--- src/rtl/ps2_pkg.sv ---
// Shared definitions for the PS/2 keyboard receiver: FSM states, frame geometry
// and the odd-parity check used at the stop bit.
package ps2_pkg;

    typedef enum logic [1:0] {
        ST_IDLE   = 2'd0,
        ST_DATA   = 2'd1,
        ST_PARITY = 2'd2,
        ST_STOP   = 2'd3
    } ps2_state_t;

    localparam int PS2_DATA_BITS       = 8;
    localparam int PS2_FRAME_BITS      = 11;
    localparam int PS2_DEFAULT_TIMEOUT = 2000;

    // PS/2 uses odd parity: data bits plus parity bit must hold an odd number of ones.
    function automatic logic odd_parity_ok(input logic [7:0] data, input logic parity);
        return ^{data, parity};
    endfunction

endpackage

--- src/rtl/sync_fifo.sv ---
// Byte-wide synchronous FIFO; a pop on empty is ignored and a push on full only
// lands when a pop frees a slot in the same cycle.
module sync_fifo #(
    parameter int DEPTH = 8
) (
    input  logic                     clk,
    input  logic                     reset,
    input  logic                     push,
    input  logic                     pop,
    input  logic [7:0]               din,
    output logic [7:0]               dout,
    output logic                     full,
    output logic                     empty,
    output logic [$clog2(DEPTH):0]   count
);

    localparam int AW = $clog2(DEPTH);

    logic [7:0]    mem_r [DEPTH];
    logic [AW-1:0] wr_ptr_r;
    logic [AW-1:0] rd_ptr_r;
    logic [AW:0]   count_r;
    logic          do_push_s;
    logic          do_pop_s;

    // Accept/refuse logic for push and pop requests.
    always_comb begin
        do_pop_s  = pop && (count_r != '0);
        do_push_s = push && ((count_r != (AW+1)'(DEPTH)) || do_pop_s);
    end

    // Storage write; contents need no reset since reads are gated by empty.
    always_ff @(posedge clk) begin
        if (do_push_s) begin
            mem_r[wr_ptr_r] <= din;
        end
    end

    // Pointer and occupancy bookkeeping; pointers wrap naturally at the power-of-two depth.
    always_ff @(posedge clk) begin
        if (reset) begin
            wr_ptr_r <= '0;
            rd_ptr_r <= '0;
            count_r  <= '0;
        end else begin
            if (do_push_s) begin
                wr_ptr_r <= wr_ptr_r + {{(AW-1){1'b0}}, 1'b1};
            end
            if (do_pop_s) begin
                rd_ptr_r <= rd_ptr_r + {{(AW-1){1'b0}}, 1'b1};
            end
            case ({do_push_s, do_pop_s})
                2'b10:   count_r <= count_r + {{AW{1'b0}}, 1'b1};
                2'b01:   count_r <= count_r - {{AW{1'b0}}, 1'b1};
                default: count_r <= count_r;
            endcase
        end
    end

    assign empty = (count_r == '0);
    assign full  = (count_r == (AW+1)'(DEPTH));
    assign count = count_r;
    assign dout  = empty ? 8'h00 : mem_r[rd_ptr_r];

endmodule

--- src/rtl/ps2_rx_fifo.sv ---
// PS/2 device-to-host receiver: synchronises the pins, decodes 11-bit frames
// and queues good bytes for the 68k bus interface.
module ps2_rx_fifo
    import ps2_pkg::*;
#(
    parameter int FIFO_DEPTH     = 8,
    parameter int TIMEOUT_CYCLES = PS2_DEFAULT_TIMEOUT
) (
    input  logic                          clk,
    input  logic                          reset,
    input  logic                          ps2_clk,
    input  logic                          ps2_data,
    input  logic                          clr,
    input  logic                          err_clr,
    output logic [7:0]                    read_reg,
    output logic                          rx_valid,
    output logic [$clog2(FIFO_DEPTH):0]   fifo_count,
    output logic                          overflow,
    output logic                          frame_err
);

    localparam int TW = $clog2(TIMEOUT_CYCLES + 1);

    logic          ps2_clk_s1_r, ps2_clk_s2_r, ps2_clk_prev_r;
    logic          ps2_data_s1_r, ps2_data_s2_r;
    logic          clr_prev_r;
    logic          fall_s, pop_s;
    ps2_state_t    state_r, state_n;
    logic [2:0]    bit_cnt_r, bit_cnt_n;
    logic [7:0]    shift_r, shift_n;
    logic          parity_r, parity_n;
    logic [TW-1:0] tmo_cnt_r, tmo_cnt_n;
    logic          push_s, bad_frame_s, ovf_evt_s;
    logic          fifo_full_s, fifo_empty_s;
    logic          overflow_r, frame_err_r;

    // Pin synchronisers and edge history; idle-high reset avoids a false edge at release.
    always_ff @(posedge clk) begin
        if (reset) begin
            ps2_clk_s1_r   <= 1'b1;
            ps2_clk_s2_r   <= 1'b1;
            ps2_clk_prev_r <= 1'b1;
            ps2_data_s1_r  <= 1'b1;
            ps2_data_s2_r  <= 1'b1;
            clr_prev_r     <= 1'b0;
        end else begin
            ps2_clk_s1_r   <= ps2_clk;
            ps2_clk_s2_r   <= ps2_clk_s1_r;
            ps2_clk_prev_r <= ps2_clk_s2_r;
            ps2_data_s1_r  <= ps2_data;
            ps2_data_s2_r  <= ps2_data_s1_r;
            clr_prev_r     <= clr;
        end
    end

    assign fall_s = ps2_clk_prev_r & ~ps2_clk_s2_r;
    assign pop_s  = clr & ~clr_prev_r;

    // Receiver FSM state register.
    always_ff @(posedge clk) begin
        if (reset) begin
            state_r   <= ST_IDLE;
            bit_cnt_r <= 3'd0;
            shift_r   <= 8'h00;
            parity_r  <= 1'b0;
            tmo_cnt_r <= '0;
        end else begin
            state_r   <= state_n;
            bit_cnt_r <= bit_cnt_n;
            shift_r   <= shift_n;
            parity_r  <= parity_n;
            tmo_cnt_r <= tmo_cnt_n;
        end
    end

    // Frame decoding; a stalled frame is silently dropped by the inactivity timer.
    always_comb begin
        state_n     = state_r;
        bit_cnt_n   = bit_cnt_r;
        shift_n     = shift_r;
        parity_n    = parity_r;
        tmo_cnt_n   = '0;
        push_s      = 1'b0;
        bad_frame_s = 1'b0;
        case (state_r)
            ST_IDLE: begin
                if (fall_s && !ps2_data_s2_r) begin
                    state_n   = ST_DATA;
                    bit_cnt_n = 3'd0;
                end else begin
                    state_n   = ST_IDLE;
                end
            end
            ST_DATA: begin
                if (fall_s) begin
                    shift_n   = {ps2_data_s2_r, shift_r[7:1]};
                    bit_cnt_n = bit_cnt_r + 3'd1;
                    if (bit_cnt_r == 3'd7) begin
                        state_n = ST_PARITY;
                    end else begin
                        state_n = ST_DATA;
                    end
                end else begin
                    state_n = ST_DATA;
                end
            end
            ST_PARITY: begin
                if (fall_s) begin
                    parity_n = ps2_data_s2_r;
                    state_n  = ST_STOP;
                end else begin
                    state_n  = ST_PARITY;
                end
            end
            ST_STOP: begin
                if (fall_s) begin
                    if (ps2_data_s2_r && odd_parity_ok(shift_r, parity_r)) begin
                        push_s = 1'b1;
                    end else begin
                        bad_frame_s = 1'b1;
                    end
                    state_n = ST_IDLE;
                end else begin
                    state_n = ST_STOP;
                end
            end
            default: state_n = ST_IDLE;
        endcase

        if (state_r != ST_IDLE) begin
            if (fall_s) begin
                tmo_cnt_n = '0;
            end else if (tmo_cnt_r == TW'(TIMEOUT_CYCLES)) begin
                state_n   = ST_IDLE;
                bit_cnt_n = 3'd0;
                shift_n   = 8'h00;
                tmo_cnt_n = '0;
            end else begin
                tmo_cnt_n = tmo_cnt_r + {{(TW-1){1'b0}}, 1'b1};
            end
        end else begin
            tmo_cnt_n = '0;
        end
    end

    assign ovf_evt_s = push_s && fifo_full_s && !pop_s;

    // Sticky error flags; a fresh error outranks a simultaneous clear.
    always_ff @(posedge clk) begin
        if (reset) begin
            overflow_r  <= 1'b0;
            frame_err_r <= 1'b0;
        end else begin
            if (ovf_evt_s) begin
                overflow_r <= 1'b1;
            end else if (err_clr) begin
                overflow_r <= 1'b0;
            end else begin
                overflow_r <= overflow_r;
            end
            if (bad_frame_s) begin
                frame_err_r <= 1'b1;
            end else if (err_clr) begin
                frame_err_r <= 1'b0;
            end else begin
                frame_err_r <= frame_err_r;
            end
        end
    end

    sync_fifo #(
        .DEPTH (FIFO_DEPTH)
    ) u_fifo (
        .clk   (clk),
        .reset (reset),
        .push  (push_s),
        .pop   (pop_s),
        .din   (shift_r),
        .dout  (read_reg),
        .full  (fifo_full_s),
        .empty (fifo_empty_s),
        .count (fifo_count)
    );

    assign rx_valid  = ~fifo_empty_s;
    assign overflow  = overflow_r;
    assign frame_err = frame_err_r;

endmodule

--- config.mk ---
export PLATFORM = sky130hd
export DESIGN_NAME = ps2_rx_fifo
export DESIGN_NICKNAME = d
export VERILOG_FILES = /design/src/rtl/ps2_pkg.sv /design/src/rtl/sync_fifo.sv /design/src/rtl/ps2_rx_fifo.sv
export SDC_FILE = /design/constraint.sdc
export NUM_CORES = 1
export LEC_CHECK = 0
export CAP_MARGIN = 20
export CELL_PAD_IN_SITES_DETAIL_PLACEMENT = 0
export CELL_PAD_IN_SITES_GLOBAL_PLACEMENT = 1
export CORE_MARGIN = 10
export CORE_UTILIZATION = 45
export DETAILED_ROUTE_END_ITERATION = 8
export PLACE_DENSITY_LB_ADDON = 0.1
export SLEW_MARGIN = 0
export SYNTH_ARGS = -nofsm -noshare
export SYNTH_HDL_FRONTEND = slang
export SYNTH_SLANG_ARGS = --single-unit
export TNS_END_PERCENT = 30
--- constraint.sdc ---
create_clock -name clk -period 2.8 [get_ports clk]
set_input_delay 0.42 -clock clk [delete_from_list [all_inputs] [get_ports clk]]
set_output_delay 0.42 -clock clk [all_outputs]
set_load 0.005 [all_outputs]
# After elaboration in Yosys (flattened, before gate mapping)
# Memory sizes are Yosys's and may differ from the RTL's. A register that Yosys moved wholly into a read port is not among the register bits.
# Cells that the tools add are included.
[totals] reg_bits=43 ram_bits=64 mem_count=1
[op_classes] addsub=6 n_eq_ne=9 muxes=35 bitwise_logic=6 reduce_logical=19
[memory_table] name="u_fifo.mem_r" words=8 word_bits=8 read_ports=1 rd_clocked_by_memory_dff=1 write_ports=1 line="sync_fifo.sv:19" source="logic [7:0] mem_r [DEPTH];"
[op_table] cell="two-way mux 8 bit" n=6
[op_table] cell="two-way mux 3 bit" n=7
[op_table] cell="two-way mux 1 bit" n=13
[op_table] cell="two-way mux 2 bit" n=6
[op_table] cell="adder 11 x 1 -> 11 bit, second input constant" n=1
[op_table] cell="equality test 11 bit, second input constant" n=1
[op_table] cell="adder 3 x 1 -> 3 bit, second input constant" n=3
[op_table] cell="XOR reduction 9 bit" n=1
[op_table] cell="case mux 2 bit (4 select lines)" n=1
[op_table] cell="case mux 4 bit (2 select lines)" n=1
[op_table] cell="nonzero test 2 bit" n=4
[op_table] cell="equality test 2 bit, second input constant" n=3
[op_table] cell="logical AND 1 bit" n=6
[op_table] cell="case mux 3 bit (2 select lines)" n=1
[op_table] cell="adder 4 x 1 -> 4 bit, second input constant" n=1
[op_table] cell="equality test 2 x 1 -> 1 bit, second input constant" n=2
[op_table] cell="equality test 4 bit, second input constant" n=1
[op_table] cell="zero test 4 bit" n=1
[op_table] cell="inequality test 4 bit, second input constant" n=1
[op_table] cell="inverter 1 bit" n=4
[op_table] cell="nonzero test 4 bit" n=1
[op_table] cell="OR reduction 4 bit" n=1
[op_table] cell="subtractor 4 x 1 -> 4 bit, second input constant" n=1
[op_table] cell="equality test 3 bit, second input constant" n=1
[op_table] cell="other kinds (5)" n=7

# Longest topological paths before layout
[depth] ltp_word=8 ltp_mapped=12 depth_no_buf=12

# Modules after synthesis
# Synthesis repeated with hierarchy kept, for this count alone.
[hier_totals] cells_unflattened=347 area_unflattened_um2=4618.2
[by_module_without_submodules] mod="sync_fifo" n_inst=1 cells_per_inst=184 area_each_um2=3160.5 seq_area_each_um2=2182.1
[by_module_without_submodules] mod="ps2_rx_fifo" n_inst=1 cells_per_inst=163 area_each_um2=1457.6 seq_area_each_um2=660.6

# Worst setup path after synthesis
# OpenSTA, ideal clock, no wires.
[synth_timing] path_kind="register to register" from="reg shift_r[3]" to="reg u_fifo.count_r[2] (netlist: u_fifo.count[2])" arrival_time_ps=2773 t_required_ps=2730 setup_slack_ps=-43 path_stages_with_launch=13 n_path_buf=0 path_cell_list="dfxtp_1 > xnor2_1 > xnor3_1 > xnor2_2 > and4_4 > inv_4 > ha_1 > xor2_1 > ha_1 > a21oi_1 > xor2_1 > or3_1 > a21oi_1"
[synth_via] elab_chain_cells=8 word_cells_on_any_way=10 cone_classes="eq/ne: 2; mux: 4; reduce/logical: 4"
[synth_rtl] element="start, declared" line="ps2_rx_fifo.sv:30" source="logic [7:0] shift_r, shift_n;"
[synth_rtl] element="start signal, assigned" line="ps2_rx_fifo.sv:70" source="shift_r <= shift_n;"
[synth_rtl] element="XOR reduction 9 bit *" line="ps2_pkg.sv:18" source="return ^{data, parity};"
[synth_rtl] element="logical AND 1 bit *" line="ps2_rx_fifo.sv:117" source="if (ps2_data_s2_r && odd_parity_ok(shift_r, parity_r)) begin"
[synth_rtl] element="two-way mux 1 bit *" line="ps2_rx_fifo.sv:117"
[synth_rtl] element="two-way mux 1 bit *" line="ps2_rx_fifo.sv:116" source="if (fall_s) begin"
[synth_rtl] element="two-way mux 1 bit *" line="ps2_rx_fifo.sv:85" source="case (state_r)"
[synth_rtl] element="logical AND 1 bit *" line="sync_fifo.sv:29" source="do_push_s = push && ((count_r != (AW+1)'(DEPTH)) || do_pop_s);"
[synth_rtl] element="equality test 2 x 1 -> 1 bit / equality test 2 bit (equally long branches)" line="sync_fifo.sv:52" source="case ({do_push_s, do_pop_s})"
[synth_rtl] element="case mux 4 bit (2 select lines) / nonzero test 2 bit (equally long branches)"
[synth_rtl] element="end signal, assigned" line="sync_fifo.sv:53" source="2'b10: count_r <= count_r + {{AW{1'b0}}, 1'b1};"
[synth_rtl] element="end signal, assigned" line="sync_fifo.sv:54" source="2'b01: count_r <= count_r - {{AW{1'b0}}, 1'b1};"
[synth_rtl] element="end signal, assigned" line="sync_fifo.sv:55" source="default: count_r <= count_r;"
[synth_rtl] element="end, declared" line="sync_fifo.sv:22" source="logic [AW:0] count_r;"
# Mark *: on every way between the ends. The rest lies on a longest branch, timed or not.
# A chain may end at the register's enable or synchronous reset.

# Worst setup path after layout
[layout_timing] from="reg shift_r[4]" to="reg u_fifo.count_r[2] (netlist: u_fifo.count[2])"
# Same word-level chain as after synthesis.

==> metrics.txt <==
status=finished clean; Worst Reg-to-Reg Cells=12; Final Hold Fails=0; Synth cell types=slightly above 40; Tcrit/Tclk final=0.958; top_reg_cell synth=edfxtp_1; CTS tree=done; VDD IR max=0.283 mV; most common cell after layout, fill and taps aside=edfxtp_1; Hold-fix buffers, CTS=0; Max stage delay on crit path=0.45 ns; hold slack=roughly 0.42 ns; Boundary Pins=21; Sw Ratio=0.210; global-route usage over all layers=0.117; Placed Area=just over 0.005 sq mm; antenna viol nets, final=0; via count of the first global-routing pass=~2,600; number of setup buffers added after CTS=0; nature of the critical path startpoint=flip-flop; Residual DRC=0; P_sw=543 uW; Slew HR=0.482; total negative setup slack=0 ns; worst-case clock buffer depth=2; drt initial violations=198; clock sink total=110; EDFF count, synth=64; FF/Latch Area=between 0.002 and 0.003 sq mm; final core utilization=0.533; Power Dens Cells=494 mW/mm^2; First-pass DRT Iterations=4; layout net count=390; pin slew with the least headroom to its limit=0.769 ns; Gate power share=0.011; RSZ-0062 raised after global routing=true; max-cap viol count=0; Worst-path clk slew=approximately 0.1 ns; Worst EP arrival=just under 3 ns; port bufs=20; root buffer cell=clkbuf_8; slowest CP cell=xnor3_1; Int Power=2.04 mW; vias per std cell=a little under 5; CTS H-tree depth=3; Die Y=about 120 microns; Core Region=~0.0098 sq mm; Fillers=892; # resized after CTS=0; Setup WS pre-CTS=0.107 ns; total CTS buffers=9; Slew Limit Fails=0; CP Cell Sequence=xnor2_2, xnor3_1, xnor2_2, and4_4, inv_4, ha_1, xor2_1, ha_1, a21oi_1, xor2_1, or3_1, a21oi_1; post-DP HPWL=5.44 mm; RePlAce Congestion=0.699; synth-to-layout area growth=15.3%; Crit Path Class=reg2reg; pin count of the biggest net entering global routing=27; skew final=0.00856 ns; first-pass GRT wire length=roughly 14 mm; Routed WL per cell=15.4 microns; Syn. warnings=0; sequential share of the synthesized area=0.626; fin crit period=~2.7 ns; global route total overflow=0; clock share of power=0.334; Post-Syn Nets=349; commonest cells after routing, fill and taps aside=64 x edfxtp_1, 42 x dfxtp_1, 41 x nor2_1; Syn Std Cell Area=~0.0045 sq mm; syn avg cell area=13.6 sq um; Static Leak=1.77 nW; DR vias=approximately 2,500; Hold Crit Class=reg2reg; CP Capture Type=flip-flop; hold depth=1; CP Data Required Time=3.10 ns; Yosys reg bits=110; initial antenna violation count=0; worst-path fanout max=3; async set-reset flop share out of synthesis=0; area of the multi-input gates=about 0.0016 sq mm; Die ar.=0.0145 sq mm; fmax=373 MHz; worst-skew pair later-pin latency=about 0.36 ns; layout cell share with drive strength beyond 1=0.200; total length of routed wires=between 7 and 8 mm; Final Setup Violations=0; Synth Instances=334; Die W=120 microns; post-route cell area=0.00524 sq mm; sequential share of power=0.656; final worst slack=0.117 ns; Starting Density=0.463; n_diodes=0; reg-to-reg setup timing slack=0.12 ns; Rows=36
-- final cells by class --
class | count | area share
clock buffer | 11 | 0.0251
clock inverter | 5 | 0.00884
inverter | 7 | 0.00550
multi-input combinational | 201 | 0.309
sequential | 110 | 0.544
tap | 133 | 0.0318
timing repair buffer | 46 | 0.0762
-- layer usage --
layer,GRT usage,vias up,part of all wire
met5,0,-,0
met4,0.0407,0,0.010
met3,0.0284,6,0.027
met2,0.189,21,0.48
met1,0.152,1224,0.48
li1,-,1294,-
-- cell usage after synthesis, types with 6 or more instances --
cell type | instances | area, sq um
clkbuf_1 | 12 | 45.0
edfxtp_1 | 64 | 1920
nor2_1 | 41 | 154
xnor2_1 | 9 | 78.8
xor2_1 | 10 | 87.6
nand3_1 | 9 | 45.0
mux2i_1 | 13 | 130
dfxtp_1 | 46 | 921
inv_1 | 6 | 22.5
a21oi_1 | 14 | 70.1
and3_1 | 6 | 37.5
ha_1 | 9 | 113
mux4_2 | 16 | 360
nand2_1 | 21 | 78.8
nand2b_1 | 7 | 43.8
-- registers in the layout (all words and copies together), names as in the netlist, 2 cells and up, named ones only --
register         count
bit_cnt_r            3
shift_r              8
state_r              2
tmo_cnt_r           11
u_fifo.count         4
u_fifo.mem_r        64
u_fifo.rd_ptr_r      3
u_fifo.wr_ptr_r      3
-- power by group through the flow --
stage | clock network, mW | logic, mW | registers [mW]
after floorplan | 0 | 0.0174 | 1.73
after detailed placement | 0 | 0.0281 | 1.73
final | 0.863 | 0.0276 | 1.70
after global routing | 0.972 | 0.0312 | 1.70
after global placement | 0 | 0.0276 | 1.73
after CTS | 0.902 | 0.0282 | 1.70
-- path summary, 6_finish.rpt --
check	startpoint	end
hold reg to reg	ps2_clk_s1_r$_SDFF_PP1_	ps2_clk_s2_r$_SDFF_PP1_
setup reg to reg	shift_r[4]$_SDFF_PP0_	u_fifo.count[2]$_SDFFE_PP0P_
setup / recovery	shift_r[4]$_SDFF_PP0_	u_fifo.count[2]$_SDFFE_PP0P_
hold / removal	ps2_clk_s1_r$_SDFF_PP1_	ps2_clk_s2_r$_SDFF_PP1_
-- per-stage QoR --
step	instances	total power [mW]
after detailed placement	497	1.76
after global placement	497	1.76
after CTS	513	2.63
final	513	2.59
after floorplan	334	1.75
after global routing	513	2.70
-- critical path, delay by kind of cell (launching register included) --
kind	cells	cell delay, ns
AO/OA/AOI/OAI	2	0.27
adder cells (fa/ha/maj)	2	0.38
buffers and inverters	1	0.03
flip-flops	1	0.35
XOR/XNOR	5	1.02
AND/OR/NAND/NOR	2	0.58
-- cells by family (layout without fill, tap and decap cells) --
kind of cell,count (synthesis),count (layout),share of synthesized area
simple gates,114,114,0.136
flops,110,110,0.626
mux,31,31,0.113
compound gates,25,25,0.0320
buf+inv,23,69,0.0201
xor+xnor,22,22,0.0488
fa+ha+maj,9,9,0.0248
Power figures use the tool's default switching activity.
